## src/rtl/gain_ramp_controller_pkg.sv

```systemverilog
// Shared equalizer definitions: band geometry, unity gain, band slicing and ramp FSM states.
package gain_ramp_controller_pkg;

    localparam int unsigned EQ_NUMBER_OF_FILTERS = 8;
    localparam int unsigned EQ_GAIN_BITS         = 2;
    localparam int unsigned EQ_GAIN_FRAC_BITS    = 0;
    localparam logic [EQ_GAIN_BITS-1:0] EQ_UNITY_GAIN = EQ_GAIN_BITS'(1 << EQ_GAIN_FRAC_BITS);

    typedef enum logic [0:0] {
        IDLE = 1'b0,
        RAMP = 1'b1
    } ramp_state_e;

    // LSB position of band `band` inside a packed gain bus
    function automatic int unsigned band_lsb(input int unsigned band, input int unsigned gain_bits);
        return band * gain_bits;
    endfunction

endpackage

```

## src/rtl/gain_ramp_controller_stepper.sv

```systemverilog
// One band: current/target gain registers, moved one LSB toward target per step.
module gain_stepper #(
    parameter int unsigned GAIN_BITS = 2,
    parameter logic [GAIN_BITS-1:0] UNITY = GAIN_BITS'(1)
) (
    input  logic                 clk,
    input  logic                 rst_n,
    input  logic                 load,
    input  logic                 snap,
    input  logic                 step,
    input  logic [GAIN_BITS-1:0] target_in,
    output logic [GAIN_BITS-1:0] gain,
    output logic                 at_target_c,
    output logic                 near_target_c,
    output logic                 match_in_c
);

    logic [GAIN_BITS-1:0] gain_q;
    logic [GAIN_BITS-1:0] target_q;
    logic                 below_c;
    logic                 above_c;

    assign below_c     = $signed(gain_q) < $signed(target_q);
    assign above_c     = $signed(gain_q) > $signed(target_q);
    assign at_target_c = (gain_q == target_q);
    // Within one LSB: the next step lands exactly on target (increment cannot wrap when below)
    assign near_target_c = at_target_c
                        || (below_c && (gain_q + GAIN_BITS'(1)) == target_q)
                        || (above_c && (gain_q - GAIN_BITS'(1)) == target_q);
    assign match_in_c  = (gain_q == target_in);
    assign gain        = gain_q;

    always_ff @(posedge clk or negedge rst_n) begin
        if (!rst_n) begin
            gain_q   <= UNITY;
            target_q <= UNITY;
        end else if (load) begin
            target_q <= target_in;
            if (snap) begin
                gain_q <= target_in;
            end
        end else if (step) begin
            if (below_c) begin
                gain_q <= gain_q + GAIN_BITS'(1);
            end else if (above_c) begin
                gain_q <= gain_q - GAIN_BITS'(1);
            end
        end
    end

endmodule

```

## src/rtl/gain_ramp_controller.sv

```systemverilog
// Ramps per-band gains toward loaded targets, one LSB every STEP_INTERVAL sample strobes.
module gain_ramp_controller
    import gain_ramp_controller_pkg::*;
#(
    parameter int unsigned NUMBER_OF_FILTERS = EQ_NUMBER_OF_FILTERS,
    parameter int unsigned GAIN_BITS         = EQ_GAIN_BITS,
    parameter int unsigned GAIN_FRAC_BITS    = EQ_GAIN_FRAC_BITS,
    parameter int unsigned STEP_INTERVAL     = 1024
) (
    input  logic                                   clk,
    input  logic                                   rst_n,
    input  logic                                   sample_en,
    input  logic [NUMBER_OF_FILTERS*GAIN_BITS-1:0] target_gains,
    input  logic                                   load,
    input  logic                                   snap,
    output logic [NUMBER_OF_FILTERS*GAIN_BITS-1:0] gains,
    output logic                                   busy,
    output logic                                   done
);

    localparam int unsigned CNT_W = $clog2(STEP_INTERVAL) + 1;
    localparam logic [CNT_W-1:0] CNT_LAST = CNT_W'(STEP_INTERVAL - 1);
    localparam logic [GAIN_BITS-1:0] UNITY = GAIN_BITS'(1 << GAIN_FRAC_BITS);

    ramp_state_e            state_q, state_d;
    logic [CNT_W-1:0]       cnt_q, cnt_d;
    logic                   busy_d, done_d;
    logic                   step_c;
    logic [NUMBER_OF_FILTERS-1:0] at_target_c;
    logic [NUMBER_OF_FILTERS-1:0] near_c;
    logic [NUMBER_OF_FILTERS-1:0] match_c;

    // A load in the same cycle takes priority over a due step
    assign step_c = (state_q == RAMP) && sample_en && (cnt_q == CNT_LAST) && !load;

    for (genvar i = 0; i < NUMBER_OF_FILTERS; i++) begin : g_band
        gain_stepper #(
            .GAIN_BITS (GAIN_BITS),
            .UNITY     (UNITY)
        ) u_stepper (
            .clk           (clk),
            .rst_n         (rst_n),
            .load          (load),
            .snap          (snap),
            .step          (step_c),
            .target_in     (target_gains[band_lsb(i, GAIN_BITS) +: GAIN_BITS]),
            .gain          (gains[band_lsb(i, GAIN_BITS) +: GAIN_BITS]),
            .at_target_c   (at_target_c[i]),
            .near_target_c (near_c[i]),
            .match_in_c    (match_c[i])
        );
    end

    always_comb begin
        state_d = state_q;
        cnt_d   = cnt_q;
        done_d  = 1'b0;
        if (load && snap) begin
            state_d = IDLE;
            cnt_d   = '0;
        end else if (load) begin
            if (state_q == RAMP && sample_en) begin
                cnt_d = (cnt_q == CNT_LAST) ? '0 : cnt_q + CNT_W'(1);
            end
            if (&match_c) begin
                state_d = IDLE;
                cnt_d   = '0;
                done_d  = (state_q == RAMP);
            end else begin
                state_d = RAMP;
            end
        end else if (state_q == RAMP && sample_en) begin
            if (cnt_q == CNT_LAST) begin
                cnt_d = '0;
                if (&near_c) begin
                    state_d = IDLE;
                    done_d  = 1'b1;
                end
            end else begin
                cnt_d = cnt_q + CNT_W'(1);
            end
        end else if (state_q == RAMP && (&at_target_c)) begin
            state_d = IDLE;
            cnt_d   = '0;
            done_d  = 1'b1;
        end
        busy_d = (state_d == RAMP);
    end

    always_ff @(posedge clk or negedge rst_n) begin
        if (!rst_n) begin
            state_q <= IDLE;
            cnt_q   <= '0;
            busy    <= 1'b0;
            done    <= 1'b0;
        end else begin
            state_q <= state_d;
            cnt_q   <= cnt_d;
            busy    <= busy_d;
            done    <= done_d;
        end
    end

endmodule

```

## config.mk

```make
export PLATFORM = sky130hd
export DESIGN_NAME = gain_ramp_controller
export DESIGN_NICKNAME = d
export VERILOG_FILES = /design/src/rtl/gain_ramp_controller_pkg.sv /design/src/rtl/gain_ramp_controller_stepper.sv /design/src/rtl/gain_ramp_controller.sv
export SDC_FILE = /design/constraint.sdc
export NUM_CORES = 1
export LEC_CHECK = 0
export ABC_CLOCK_PERIOD_IN_PS = 3500
export BUFFER_PORTS_ARGS = -buffer_cell sky130_fd_sc_hd__buf_2
export CORE_ASPECT_RATIO = 0.8
export CORE_MARGIN = 8
export CORE_UTILIZATION = 59
export DETAILED_ROUTE_END_ITERATION = 8
export GPL_TIMING_DRIVEN = 0
export PLACE_DENSITY = 0.86
export SLEW_MARGIN = 20
export SYNTH_ARGS = -nofsm -noshare
export SYNTH_HDL_FRONTEND = slang
export SYNTH_SLANG_ARGS = --single-unit
```

## constraint.sdc

```tcl
create_clock -name clk -period 3.5 [get_ports clk]
set_clock_uncertainty 0.1 [all_clocks]
set_input_delay 0.7 -clock clk [delete_from_list [all_inputs] [get_ports clk]]
set_output_delay 0.7 -clock clk [all_outputs]
set_load 0.005 [all_outputs]
```

* Yosys cells after proc, flatten, opt, wreduce, memory -nomap -nowiden
Index checks and enable logic that the tools add are counted.
Word-level totals: flip-flop bits (word level) 45, input bits 21, output and inout bits 18, logic and storage cells 211
Operators by class: add/sub/neg operators 17, $lt $le $gt $ge 16, eq/ne operators 37, multiplexer cells 61, reduce and logical (&&, ||, !) cells 61
Operators by type and width (number):
- 2-bit two-way mux | 40
- 11-bit two-way mux | 7
- 2-bit equality test | 32
- 3-bit AND reduction | 9
- 8-bit AND reduction | 3
- 3-bit nonzero test | 8
- 1-bit logical AND | 21
- 2-bit by 1-bit adder with 2-bit output, second input constant | 8
- 2-bit > comparator | 8
- 1-bit logical OR | 16
- 2-bit < comparator | 8
- 2-bit by 1-bit subtractor with 2-bit output, second input constant | 8
- 1-bit two-way mux | 14
- 11-bit by 1-bit adder with 11-bit output, second input constant | 1
- 11-bit by 10-bit equality test with 1-bit output, second input constant | 1
- 4-bit by 2-bit != test with 1-bit output, second input constant | 2
- 4-bit by 1-bit != test with 1-bit output, second input constant | 1
- 4-bit nonzero test | 1
- 2-bit by 1-bit != test with 1-bit output, second input constant | 1
- 2-bit AND reduction | 1
- 2-bit nonzero test | 1
- 1-bit zero test | 1

* Longest topological paths before layout
Gate-level depths: netlist of run 1.
depth in word-level cells 11, gate-level depth with buffers 10, gate-level depth less buffers 10

* By module
A second synthesis of run 1 with hierarchy kept.
Unflattened totals: cells, all modules 358, area total of the unflattened synthesis 3482.1 µm²
Modules (own cells, without submodules):
- gain_stepper | instances 8, cells each 34, area each 335.3 µm², sequential area each 102.6 µm²
- gain_ramp_controller | instances 1, cells each 86, area each 799.5 µm², sequential area each 325.3 µm²

* Least setup slack after synthesis of run 1
No wires, ideal clock.
kind reg-to-reg, start point reg g_band[4].u_stepper.gain_q[0], end point reg cnt_q[2], library setup time 0.132 ns, arrival time 2.388 ns, data required time 3.268 ns, slack 0.879 ns, cell stages (with the launch flop) 11, buffers on the path 2, period minus slack after synthesis 2.621 ns, path through dfstp_2 inv_1 ha_1 nand4_1 or4_4 o21ai_1 a21oi_1 buf_2 buf_2 a22oi_1 o41ai_2
On the way: word-level cells in the longest chain between the ends 5, elaborated cells between the ends (all ways) 11, those cells by class eq/ne (3); mux (3); reduce/logical (5)
Ends and longest elaborated chain:
- from (decl) | line gain_ramp_controller_stepper.sv:18 | logic [GAIN_BITS-1:0] gain_q;
- from (signal assigned) | line gain_ramp_controller_stepper.sv:40 | gain_q <= target_in;
- from (signal assigned) | line gain_ramp_controller_stepper.sv:44 | gain_q <= gain_q + GAIN_BITS'(1);
- from (signal assigned) | line gain_ramp_controller_stepper.sv:46 | gain_q <= gain_q - GAIN_BITS'(1);
- 2-bit equality test (on tied branches) | line gain_ramp_controller_stepper.sv:30, gain_ramp_controller_stepper.sv:25
- 8-bit AND reduction (on tied branches) | line gain_ramp_controller.sv:65, gain_ramp_controller.sv:82
- 11-bit two-way mux / 1-bit logical AND (equally long branches) | line gain_ramp_controller.sv:65, gain_ramp_controller.sv:82
- 11-bit two-way mux / 4-bit nonzero test (equally long branches)
- 11-bit two-way mux / 2-bit AND reduction (equally long branches)
- to (signal assigned) | line gain_ramp_controller.sv:98 | cnt_q <= cnt_d;
- to (decl) | line gain_ramp_controller.sv:26 | logic [CNT_W-1:0] cnt_q, cnt_d;
Parallel ways exist; a longest one is shown, timed or not. A chain may end at the register's enable or synchronous reset.

* Worst setup path after layout of run 1
start point reg g_band[7].u_stepper.gain_q[0], end point reg done
On the way: word-level cells in the longest chain between the ends 11, elaborated cells between the ends (all ways) 23, those cells by class add/sub (2); order compare (2); eq/ne (4); mux (7); reduce/logical (8)
Ends and longest elaborated chain:
- from (decl) | line gain_ramp_controller_stepper.sv:18
- from (signal assigned) | line gain_ramp_controller_stepper.sv:40
- from (signal assigned) | line gain_ramp_controller_stepper.sv:44
- from (signal assigned) | line gain_ramp_controller_stepper.sv:46
- 2-bit by 1-bit adder with 2-bit output | line gain_ramp_controller_stepper.sv:28 | || (below_c && (gain_q + GAIN_BITS'(1)) == target_q)
- 2-bit equality test | line gain_ramp_controller_stepper.sv:28
- 1-bit logical AND | line gain_ramp_controller_stepper.sv:28
- 1-bit logical OR | line gain_ramp_controller_stepper.sv:28
- 1-bit logical OR | line gain_ramp_controller_stepper.sv:29 | || (above_c && (gain_q - GAIN_BITS'(1)) == target_q);
- 8-bit AND reduction | line gain_ramp_controller.sv:75 | if (&near_c) begin
- 1-bit two-way mux | line gain_ramp_controller.sv:75
- 1-bit two-way mux | line gain_ramp_controller.sv:73 | if (cnt_q == CNT_LAST) begin
- 1-bit two-way mux | line gain_ramp_controller.sv:72 | end else if (state_q == RAMP && sample_en) begin
- 1-bit two-way mux (*) | line gain_ramp_controller.sv:61 | end else if (load) begin
- 1-bit two-way mux (*) | line gain_ramp_controller.sv:58 | if (load && snap) begin
- net done_d | line gain_ramp_controller.sv:27 | logic busy_d, done_d;
- to (signal assigned) | line gain_ramp_controller.sv:100 | done <= done_d;
- to (decl) | line gain_ramp_controller.sv:18 | output logic done
The timed path passes the listed nets; every way through them passes the cells marked *.

==> metrics.md, run 1 <==
| Metric | Value |
|---|---|
| Ports | `39` |
| # hold bufs at CTS | `0` |
| Core Rows | `24` |
| Die H | `slightly above 80 um` |
| Crit path cell chain | `inv_1, ha_1, fa_1, xnor2_1, xnor2_1, o21ai_0, nor4bb_1, nand3_1, o31ai_1` |
| DRT Pass-1 Iters | `5` |
| Unique masters post-synth | `50` |
| Area Overhead vs Synth | `11.2%` |
| Internal power | `between 1 and 1.5 mW` |
| Global-route usage over all layers | `approximately a fifth` |
| Synth top area cells | `dfrtp_1 (22%), dfstp_2 (13%), ha_1 (6.5%)` |
| Post-Syn Nets | `396` |
| Synth Register Bits | `45` |
| CTS buffer count | `5` |
| Fill count | `~430` |
| DRC Markers | `0` |
| Setup crit end kind | `flop` |
| Seq/Total Area, Yosys | `between 30% and 40%` |
| Die footprint | `roughly 8200 um^2` |
| WS Path Type | `flop to flop` |
| Most common cell after layout, fill and taps aside | `buf_2` |
| Worst Path Max Fanout | `5` |
| Final hold violations | `0` |
| Routed Antenna Nets | `0` |
| Final Max Tran Viols | `0` |
| CTS tree | `done` |
| Synth area leader | `dfrtp_1` |
| Leakage power | `~1.6 nW` |
| N_diodes | `0` |
| Buffers added on ports | `38` |
| Largest family of logic cells by synthesized area | `compound AO/OA/AOI/OAI gates` |
| Register Area | `approximately 1100 um^2` |
| Clk network pwr share | `between 10% and 20%` |
| Startpoint types | `flop` |
| Power Density | `486 nW/um^2` |
| Later-pin clock latency in the skew report | `about 0.30 ns` |
| Fraction of registers with async set/reset | `100%` |
| Cells after Synth | `350` |
| P_sw | `0.679 mW` |
| Iteration-0 DRC Markers | `approximately 280` |
| Clock Root Buffer | `clkbuf_8` |
| Worst path arrival time | `3.03 ns` |
| # nets final | `441` |
| WP data required | `3.57 ns` |
| Multi-input logic area | `about 2000 um^2` |
| Cell family with most CP delay | `adder cells` |
| First-pass GRT wire length | `about 13 mm` |
| Synth Area in Compound Gates | `a little under a fifth` |
| Minimum clock period after layout | `around 3.0 ns` |
| Synth Area in Simple Gates | `roughly 16%` |
| Grt ovf | `0` |
| Final core utilization | `between 60 and 70%` |
| Worst path max stage delay | `0.60 ns` |
| Vias in the first global route | `around 2700` |
| Largest net degree at the start of global routing | `46` |
| Sequential power share | `between 40% and 50%` |
| Peak VDD IR | `~0.0003 V` |
| Setup TNS | `0 ns` |
| Cts repair resizes | `0` |
| Status | `finished, final reports clean` |
| EDFF count, synth | `0` |
| Max_cap viols | `0` |
| Maximum clock insertion buffer count | `2` |
| Post-Synth Adder-Cell Area | `approximately 11%` |
| Period utilization | `around 84%` |
| CP most frequent cell | `xnor2_1` |
| Slowest CP cell | `dfstp_2` |
| Wirelength per Cell | `between 15 and 20 um` |
| H-tree depth | `2` |
| CTS clk-pin slew, worst paths | `approximately 0.080 ns` |
| Post-place instance area | `around 3500 um^2` |
| Post-synth top flop | `dfrtp_1` |
| Post-route cell area | `3620 um^2` |
| Count of final setup violators | `0` |
| WL final | `between 8 and 9 mm` |
| Postcts setup bufs | `0` |
| Avg Cell Area, Syn | `9.31 um^2` |
| Multiplexer share of the synthesized area | `around 4%` |
| Routed vias/inst | `about 6.1` |
| Fmax | `about 0.34 GHz` |
| Via count | `2823` |
| Rel. slew slack | `between 50% and 60%` |
| RSZ-0062 raised after global routing | `no` |
| Initial Utilization | `60.3%` |
| Clock Sinks | `45` |
| Total Power | `approximately 1.8 mW` |
| Worst-Margin Slew | `approximately 0.70 ns` |
| Initial antenna violation count | `0` |
| Detailed placer's ending HPWL | `around 6 mm` |
| Min-Delay Path Class | `input port to asynchronous set/reset pin` |
| Worst path buffer plus inverter count | `1` |
| Comb power frac | `between 30% and 40%` |
| Top cell type's share of synthesized area | `~22%` |
| Most frequent cells in the layout | `buf_2 (39), nand2_1 (38), dfrtp_1 (29)` |
| Die Wd | `approximately 99 um` |
| Share of cells above drive strength 1 | `a little under a fifth` |
| Synth warnings | `0` |
| Synth Area in XOR/XNOR | `10.8%` |
| Final RePlAce weighted congestion | `roughly 0.9` |
| Switching share of power | `around two fifths` |
| Core Box Area | `roughly 5400 um^2` |
| Synthesized cell area | `3260 um^2` |
==> path summary, 6_finish.rpt <==
check	startpoint	endpoint	slack [ns]	cells after the start
max in group asynchronous	rst_n	g_band[6].u_stepper.target_q[0]	2.61	1
min	rst_n	g_band[2].u_stepper.target_q[1]	0.29	1
max	g_band[7].u_stepper.gain[0]	done	0.54	9
min reg2reg	cnt_q[10]	cnt_q[10]	0.44	1
min in group clk	cnt_q[10]	cnt_q[10]	0.44	1
max reg2reg	g_band[7].u_stepper.gain[0]	done	0.54	9
==> metal layers <==
metal  share of wire, %  global-route usage [%]  wire (um)
met1                 46                    26.4       3710
met2                 44                    32.2       3560
met4                1.2                    6.63         95
met5                  0                       0          0
met3                9.2                    5.70        748
==> registers in the layout, summed over array words and instances (netlist names) <==
register,flops
g_band.u_stepper.gain,16
state_q,1
cnt_q,11
g_band.u_stepper.target_q,16
done,1
==> cell families after synthesis <==
| family | count (synthesis) |
|---|---|
| simple gates | 105 |
| mux | 12 |
| compound gates | 88 |
| buf+inv | 35 |
| fa+ha+maj | 25 |
| flops | 45 |
| xor+xnor | 40 |
==> layout make-up <==
cell class                 instances  share of cell area, %
multi-input combinational        270                   54.6
tap                               65                   2.25
clock buffer                       8                   2.49
sequential                        45                   31.6
buffer                             9                   1.00
timing repair buffer              38                   5.32
inverter                          26                   2.69
==> power by group through the flow <==
stage / registers (mW) / clock network (mW) / logic (mW)
global route: 0.733 / 0.363 / 0.769
CTS: 0.717 / 0.343 / 0.693
finish: 0.718 / 0.341 / 0.700
detailed placement: 0.726 / 0 / 0.682
floorplan: 0.710 / 0 / 0.488
global placement: 0.721 / 0 / 0.662
==> stage by stage <==
step                hold WS, ns  worst slack, ns  std cells
CTS                       0.438            0.598        461
global route              0.331            0.391        461
finish                    0.292            0.543        461
floorplan                 0.304            0.879        350
detailed placement        0.412            0.579        453
global placement          0.407            0.633        453
==> Yosys cell counts (3+ instances only) <==
master	n
o41a_1	5
o21ai_1	3
nor2b_1	4
nor3_1	4
nand4_1	7
mux2i_1	4
nor2_1	22
dfrtp_1	29
a22o_1	5
o21ai_0	28
nand3_1	8
a41o_1	3
o31ai_1	7
or3_1	4
xnor2_1	17
clkbuf_1	5
a21boi_1	5
dfstp_2	16
a211o_1	4
inv_1	25
mux2_2	8
a211oi_1	5
or4_1	3
xor2_1	23
o21a_1	5
a21boi_0	3
a21oi_1	7
nand2_1	38
nor4_1	6
ha_1	17
fa_1	8
Note: power is estimated with default switching activity, not from simulation.
==> inputs of run 2 (changes only) <==
--- a/config.mk
+++ b/config.mk
@@ -5,14 +5,14 @@
 export SDC_FILE = /design/constraint.sdc
 export NUM_CORES = 1
 export LEC_CHECK = 0
-export ABC_CLOCK_PERIOD_IN_PS = 3500
+export ABC_CLOCK_PERIOD_IN_PS = 2650
 export BUFFER_PORTS_ARGS = -buffer_cell sky130_fd_sc_hd__buf_2
 export CORE_ASPECT_RATIO = 0.8
 export CORE_MARGIN = 8
-export CORE_UTILIZATION = 59
+export CORE_UTILIZATION = 53
 export DETAILED_ROUTE_END_ITERATION = 8
 export GPL_TIMING_DRIVEN = 0
-export PLACE_DENSITY = 0.86
+export PLACE_DENSITY = 0.82
 export SLEW_MARGIN = 20
 export SYNTH_ARGS = -nofsm -noshare
 export SYNTH_HDL_FRONTEND = slang
==> constraint.sdc (replaced) <==
create_clock -name clk -period 2.65 [get_ports clk]
set_clock_uncertainty 0.1 [all_clocks]
set_input_delay 0.53 -clock clk [delete_from_list [all_inputs] [get_ports clk]]
set_output_delay 0.53 -clock clk [all_outputs]
set_load 0.005 [all_outputs]
==> run 2 against run 1 <==
Die area increased by 9.3%; non-clock buffer count up 15; largest power group is now combinational logic; critical path depth down 1; setup slack lost 0.52 ns; first-iteration DRC count grew 8.7%; combinational power increased by 61%; cell count rose by 6.7%; core utilization decreased by 0.54 points; via count increased by 4.7%; sequential power grew 31%.
==> metrics.md, run 2 (synthesis results as in run 1) <==
| Metric | Value |
|---|---|
| Cell family with most CP delay | `compound AO/OA/AOI/OAI gates (was adder cells)` |
| DRT Pass-1 Iters | `5 (unchanged)` |
| Area Overhead vs Synth | `20.6% (was 11.2%)` |
| Power Density | `633 nW/um^2 (was 486 nW/um^2)` |
| Via count | `2957 (was 2823)` |
| Final RePlAce weighted congestion | `0.888 (was 0.878)` |
| Share of cells above drive strength 1 | `28.7% (was 18.7%)` |
| Worst slack, placed | `-0.240 ns (was 0.579 ns)` |
| Crit path cell chain | `buf_4, xor2_1, nor4_1, a41o_1, a21oi_2, buf_4, o31a_1, o21a_1 (was inv_1, ha_1, fa_1, xnor2_1, xnor2_1, o21ai_0, nor4bb_1, nand3_1, o31ai_1)` |
| Largest net degree at the start of global routing | `46 (unchanged)` |
| Initial antenna violation count | `0 (unchanged)` |
| Count of final setup violators | `0 (unchanged)` |
| Routed vias/inst | `6.01 (was 6.12)` |
| CP most frequent cell | `buf_4 (was xnor2_1)` |
| Die Wd | `104 um (was 99.1 um)` |
| Hold_ws | `0.135 ns (was 0.292 ns)` |
| Setup crit end kind | `flop (unchanged)` |
| Routed Antenna Nets | `0 (unchanged)` |
| Maximum clock insertion buffer count | `2 (unchanged)` |
| Final Max Tran Viols | `0 (unchanged)` |
| Fill count | `462 (was 431)` |
| Global-route usage over all layers | `19.8% (was 20.3%)` |
| Worst path buffer plus inverter count | `2 (was 1)` |
| Post-route cell area | `3930 um^2 (was 3620 um^2)` |
| Grt ovf | `0 (unchanged)` |
| First-pass GRT wire length | `14.5 mm (was 13.1 mm)` |
| Rel. slew slack | `53.9% (was 53.1%)` |
| Worst path max stage delay | `0.57 ns (was 0.60 ns)` |
| Clock Sinks | `45 (unchanged)` |
| # nets final | `456 (was 441)` |
| Final cell count without fillers | `492 (was 461)` |
| Ports | `39 (unchanged)` |
| Status | `finished, final reports clean (unchanged)` |
| CTS clk-pin slew, worst paths | `0.08 ns (about the same)` |
| Later-pin clock latency in the skew report | `0.29 ns (was 0.30 ns)` |
| Max_cap viols | `0 (unchanged)` |
| Setup ws final | `0.0268 ns (was 0.543 ns)` |
| Die H | `86.1 um (was 82.5 um)` |
| WP data required | `2.73 ns (was 3.57 ns)` |
| Worst-Margin Slew | `0.691 ns (was 0.703 ns)` |
| WL final | `8.99 mm (was 8.11 mm)` |
| R2R Setup Slk | `0.03 ns (was 0.54 ns)` |
| DRC Markers | `0 (unchanged)` |
| Most frequent cells in the layout | `nand2_1 (38), buf_2 (38), dfrtp_1 (26) (was buf_2 (39), nand2_1 (38), dfrtp_1 (29))` |
| Detailed placer's ending HPWL | `6.31 mm (was 6.00 mm)` |
| Peak VDD IR | `0.000389 V (was 0.000292 V)` |
| Leakage power | `1.68 nW (was 1.60 nW)` |
| Slowest CP cell | `nor4_1 (was dfstp_2)` |
| Cells after DPL | `469 (was 453)` |
| Startpoint types | `flop (unchanged)` |
| N_diodes | `0 (unchanged)` |
| Wirelength per Cell | `18.3 um (was 17.6 um)` |
| Worst path arrival time | `2.71 ns (was 3.03 ns)` |
| Reg-to-reg critical path endpoint | `cnt_q[7] (was done)` |
| R2R Path Start | `g_band[2].u_stepper.gain[0] (was g_band[7].u_stepper.gain[0])` |
| Min-Delay Path Class | `input port to asynchronous set/reset pin (unchanged)` |
| Clock Root Buffer | `clkbuf_8 (unchanged)` |
| Core Box Area | `5910 um^2 (was 5410 um^2)` |
| H-tree depth | `2 (unchanged)` |
| Die footprint | `8930 um^2 (was 8170 um^2)` |
| Initial Utilization | `55.1% (was 60.3%)` |
| Fmax | `0.381 GHz (was 0.338 GHz)` |
| Final core utilization | `66.5% (was 67.0%)` |
| CTS tree | `done (unchanged)` |
| Worst-case reg-to-reg path depth | `8 (was 9)` |
| Post-place instance area | `3550 um^2 (was 3530 um^2)` |
| CTS buffer count | `5 (unchanged)` |
| Worst Path Max Fanout | `5 (unchanged)` |
| Period utilization | `99.0% (was 84.5%)` |
| Vias in the first global route | `2970 (was 2736)` |
| Core Rows | `25 (was 24)` |
| Minimum clock period after layout | `2.62 ns (was 2.96 ns)` |
| Final hold violations | `0 (unchanged)` |
| Buffers added on ports | `38 (unchanged)` |
| WS Path Type | `flop to flop (unchanged)` |
| Iteration-0 DRC Markers | `299 (was 275)` |
| RSZ-0062 raised after global routing | `yes (was no)` |
run 2: per-stage QoR:
stage	setup TNS, ns	total power, mW
floorplan	0	1.58
global placement	-0.817	1.83
detailed placement	-1.55	1.87
CTS	0	2.36
global route	-0.207	2.64
finish	0	2.49
run 2: area by class of cell:
cell class / instances / area [um^2] / area share [%]
plain buffers: 9 / 46.3 / 1.18
clock buffers: 8 / 80.1 / 2.04
inverters: 26 / 97.6 / 2.48
multi-input cells: 270 / 2150 / 54.8
flip-flops and latches: 45 / 1150 / 29.3
well taps: 81 / 101 / 2.58
repair buffers: 53 / 303 / 7.70
run 2: power breakdown:
group	switching (mW)	internal (mW)	total, mW
sequential	0.142	0.798	0.939
combinational	0.597	0.534	1.13
clock	0.229	0.188	0.417
run 2: per-layer routing:
layer	GRT usage, %	share of wire, %	routed length [um]	vias to the layer above
li1	-	-	-	1357
met2	32.7	47	4210	153
met4	5.37	1.9	168	0
met5	0	0	0	-
met1	25.8	43	3880	1431
met3	3.67	8.1	729	16
run 2: worst max-delay path by stage:
stage                     depth (start not counted)                   startpoint       end  slack [ns]
after floorplan                                  10  g_band[4].u_stepper.gain[0]  cnt_q[2]        0.03
after global placement                           10  g_band[0].u_stepper.gain[0]  cnt_q[2]       -0.17
after detailed placement                         10  g_band[0].u_stepper.gain[0]  cnt_q[2]       -0.24
after CTS                                         9  g_band[4].u_stepper.gain[0]  cnt_q[7]        0.01
after global routing                              9  g_band[3].u_stepper.gain[0]      done       -0.08
final                                             8  g_band[2].u_stepper.gain[0]  cnt_q[7]        0.03
run 2: what timing repair did:
action,4_1_cts,5_1_grt
hold buffers,0,0
resized for setup,13,29
pin swaps,3,15
buffers inserted,8,6
setup endpoints to repair,12,14
cloned,0,1
==> inputs of run 3 (changes only) <==
--- a/config.mk
+++ b/config.mk
@@ -6,7 +6,7 @@
 export NUM_CORES = 1
 export LEC_CHECK = 0
 export ABC_CLOCK_PERIOD_IN_PS = 2650
-export BUFFER_PORTS_ARGS = -buffer_cell sky130_fd_sc_hd__buf_2
+export BUFFER_PORTS_ARGS = -buffer_cell sky130_fd_sc_hd__clkbuf_2
 export CORE_ASPECT_RATIO = 0.8
 export CORE_MARGIN = 8
 export CORE_UTILIZATION = 53
==> run 3 against run 2 <==
Global-route usage stayed put; critical path depth grew 1; clock power up 30%; sequential power about the same; combinational power about the same; setup slack improved by 0.0058 ns; register-to-register slack hardly changed.
==> metrics.md, run 3 (synthesis results as in run 1) <==
| Metric | Value |
|---|---|
| Status | `finished, final reports clean (unchanged)` |
| Final RePlAce weighted congestion | `0.886 (was 0.888)` |
| Peak VDD IR | `0.000438 V (was 0.000389 V)` |
| Final core utilization | `67.6% (was 66.5%)` |
| Initial antenna violation count | `0 (unchanged)` |
| Share of cells above drive strength 1 | `29.9% (was 28.7%)` |
| Min-Delay Path Class | `input port to asynchronous set/reset pin (unchanged)` |
| Buffers added on ports | `38 (unchanged)` |
| Startpoint types | `flop (unchanged)` |
| Fmax | `0.382 GHz (was 0.381 GHz)` |
| H-tree depth | `2 (unchanged)` |
| Leakage power | `1.72 nW (was 1.68 nW)` |
| N_diodes | `0 (unchanged)` |
| Via count | `2959 (was 2957)` |
| Clock Sinks | `45 (unchanged)` |
| Final hold violations | `0 (unchanged)` |
| Vias in the first global route | `2936 (was 2970)` |
| Worst-Margin Slew | `0.692 ns (was 0.691 ns)` |
| Maximum clock insertion buffer count | `2 (unchanged)` |
| DRC Markers | `0 (unchanged)` |
| Minimum clock period after layout | `2.62 ns (about the same)` |
| Worst path arrival time | `2.71 ns (about the same)` |
| CTS buffer count | `5 (unchanged)` |
| Count of final setup violators | `0 (unchanged)` |
| Initial Utilization | `55.1% (unchanged)` |
| Area Overhead vs Synth | `22.7% (was 20.6%)` |
| Power Density | `657 nW/um^2 (was 633 nW/um^2)` |
| Clock Root Buffer | `clkbuf_8 (unchanged)` |
| Max_cap viols | `0 (unchanged)` |
| Routed Antenna Nets | `0 (unchanged)` |
| Final Max Tran Viols | `0 (unchanged)` |
| First-pass GRT wire length | `14.4 mm (was 14.5 mm)` |
| CTS clk-pin slew, worst paths | `0.09 ns (was 0.08 ns)` |
| Ports | `39 (unchanged)` |
| WP data required | `2.74 ns (was 2.73 ns)` |
| Die H | `86.1 um (unchanged)` |
| Wirelength per Cell | `17.8 um (was 18.3 um)` |
| RSZ-0062 raised after global routing | `yes (unchanged)` |
| Worst Path Max Fanout | `3 (was 5)` |
| WL final | `8.83 mm (was 8.99 mm)` |
| Iteration-0 DRC Markers | `212 (was 299)` |
| # hold bufs at CTS | `0 (unchanged)` |
| Rel. slew slack | `53.9% (about the same)` |
| Later-pin clock latency in the skew report | `0.30 ns (was 0.29 ns)` |
| Routed vias/inst | `5.97 (was 6.01)` |
| Detailed placer's ending HPWL | `6.27 mm (was 6.31 mm)` |
| Setup crit end kind | `flop (unchanged)` |
| Grt ovf | `0 (unchanged)` |
| Global-route usage over all layers | `19.8% (unchanged)` |
| CTS tree | `done (unchanged)` |
| Most frequent cells in the layout | `nand2_1 (38), clkbuf_2 (37), dfrtp_1 (27) (was nand2_1 (38), buf_2 (38), dfrtp_1 (26))` |
| Fill count | `456 (was 462)` |
| Largest net degree at the start of global routing | `46 (unchanged)` |
| Core Box Area | `5910 um^2 (unchanged)` |
| DRT Pass-1 Iters | `4 (was 5)` |
| Most common cell after layout, fill and taps aside | `nand2_1` |
| Die footprint | `8930 um^2 (unchanged)` |
| # nets final | `460 (was 456)` |
| Total Power | `2.62 mW (was 2.49 mW)` |
| WS Path Type | `flop to flop (unchanged)` |
| Die Wd | `104 um (unchanged)` |
| Core Rows | `25 (unchanged)` |
| Period utilization | `98.8% (was 99.0%)` |
==> run 3: worst max-delay path, cell delays in order (launching register included) <==
cell and delay (ns):
dfstp_2 0.56, ha_4 0.13, inv_1 0.05, fa_2 0.39
xor2_2 0.18, xnor2_1 0.14, o21ai_1 0.22, nor4bb_4 0.33
nand3_1 0.12, o31ai_2 0.30
==> run 3: metal layers <==
layer	GRT usage (%)	wire, um	vias to the layer above
li1	-	-	1365
met1	26.2	3850	1448
met2	32.3	4130	127
met3	3.37	727	19
met4	5.90	123	0
met5	0	0	-
==> run 3: path summary, 6_finish.rpt <==
check | startpoint | end | slack, ns | depth (start not counted)
max | g_band[0].u_stepper.target_q[0] | done | 0.03 | 9
min | rst_n | g_band[7].u_stepper.gain[1] | 0.16 | 1
max reg2reg | g_band[0].u_stepper.target_q[0] | done | 0.03 | 9
min reg2reg | g_band[6].u_stepper.gain[0] | g_band[6].u_stepper.gain[0] | 0.41 | 2
max in group asynchronous | rst_n | g_band[4].u_stepper.gain[1] | 1.84 | 1
min in group clk | target_gains[1] | g_band[0].u_stepper.target_q[1] | 0.39 | 3
==> run 3: timing repair <==
item / in CTS / in global routing
setup endpoints to repair: 12 / 13
hold endpoints to repair: 0 / 0
pin swaps: 3 / 22
cloned: 0 / 1
buffers inserted: 11 / 7
resized for setup: 12 / 28
==> run 3: final cells by class <==
| type | count | area [um^2] | area share, % |
|---|---|---|---|
| buffer | 9 | 41.3 | 1.03 |
| inverter | 26 | 97.6 | 2.44 |
| sequential | 45 | 1150 | 28.7 |
| multi-input combinational | 270 | 2160 | 54.0 |
| clock inverter | 1 | 30.0 | 0.751 |
| tap | 81 | 101 | 2.54 |
| timing repair buffer | 57 | 333 | 8.33 |
| clock buffer | 7 | 86.3 | 2.16 |
==> run 3: through the flow <==
step	instance area [um^2]	std cells	setup WS, ns	hold slack [ns]	setup TNS [ns]
after global routing	4000	496	-0.155	0.212	-0.276
after detailed placement	3550	469	-0.212	0.436	-1.55
after global placement	3550	469	-0.169	0.417	-0.808
after floorplan	3260	350	0.0295	0.134	0
final	4000	496	0.0326	0.156	0
after CTS	3840	488	0.00202	0.191	0
==> run 3: power breakdown <==
group / internal (mW) / switching (mW)
Clock: 0.308 / 0.236
Combinational: 0.544 / 0.598
Sequential: 0.797 / 0.141
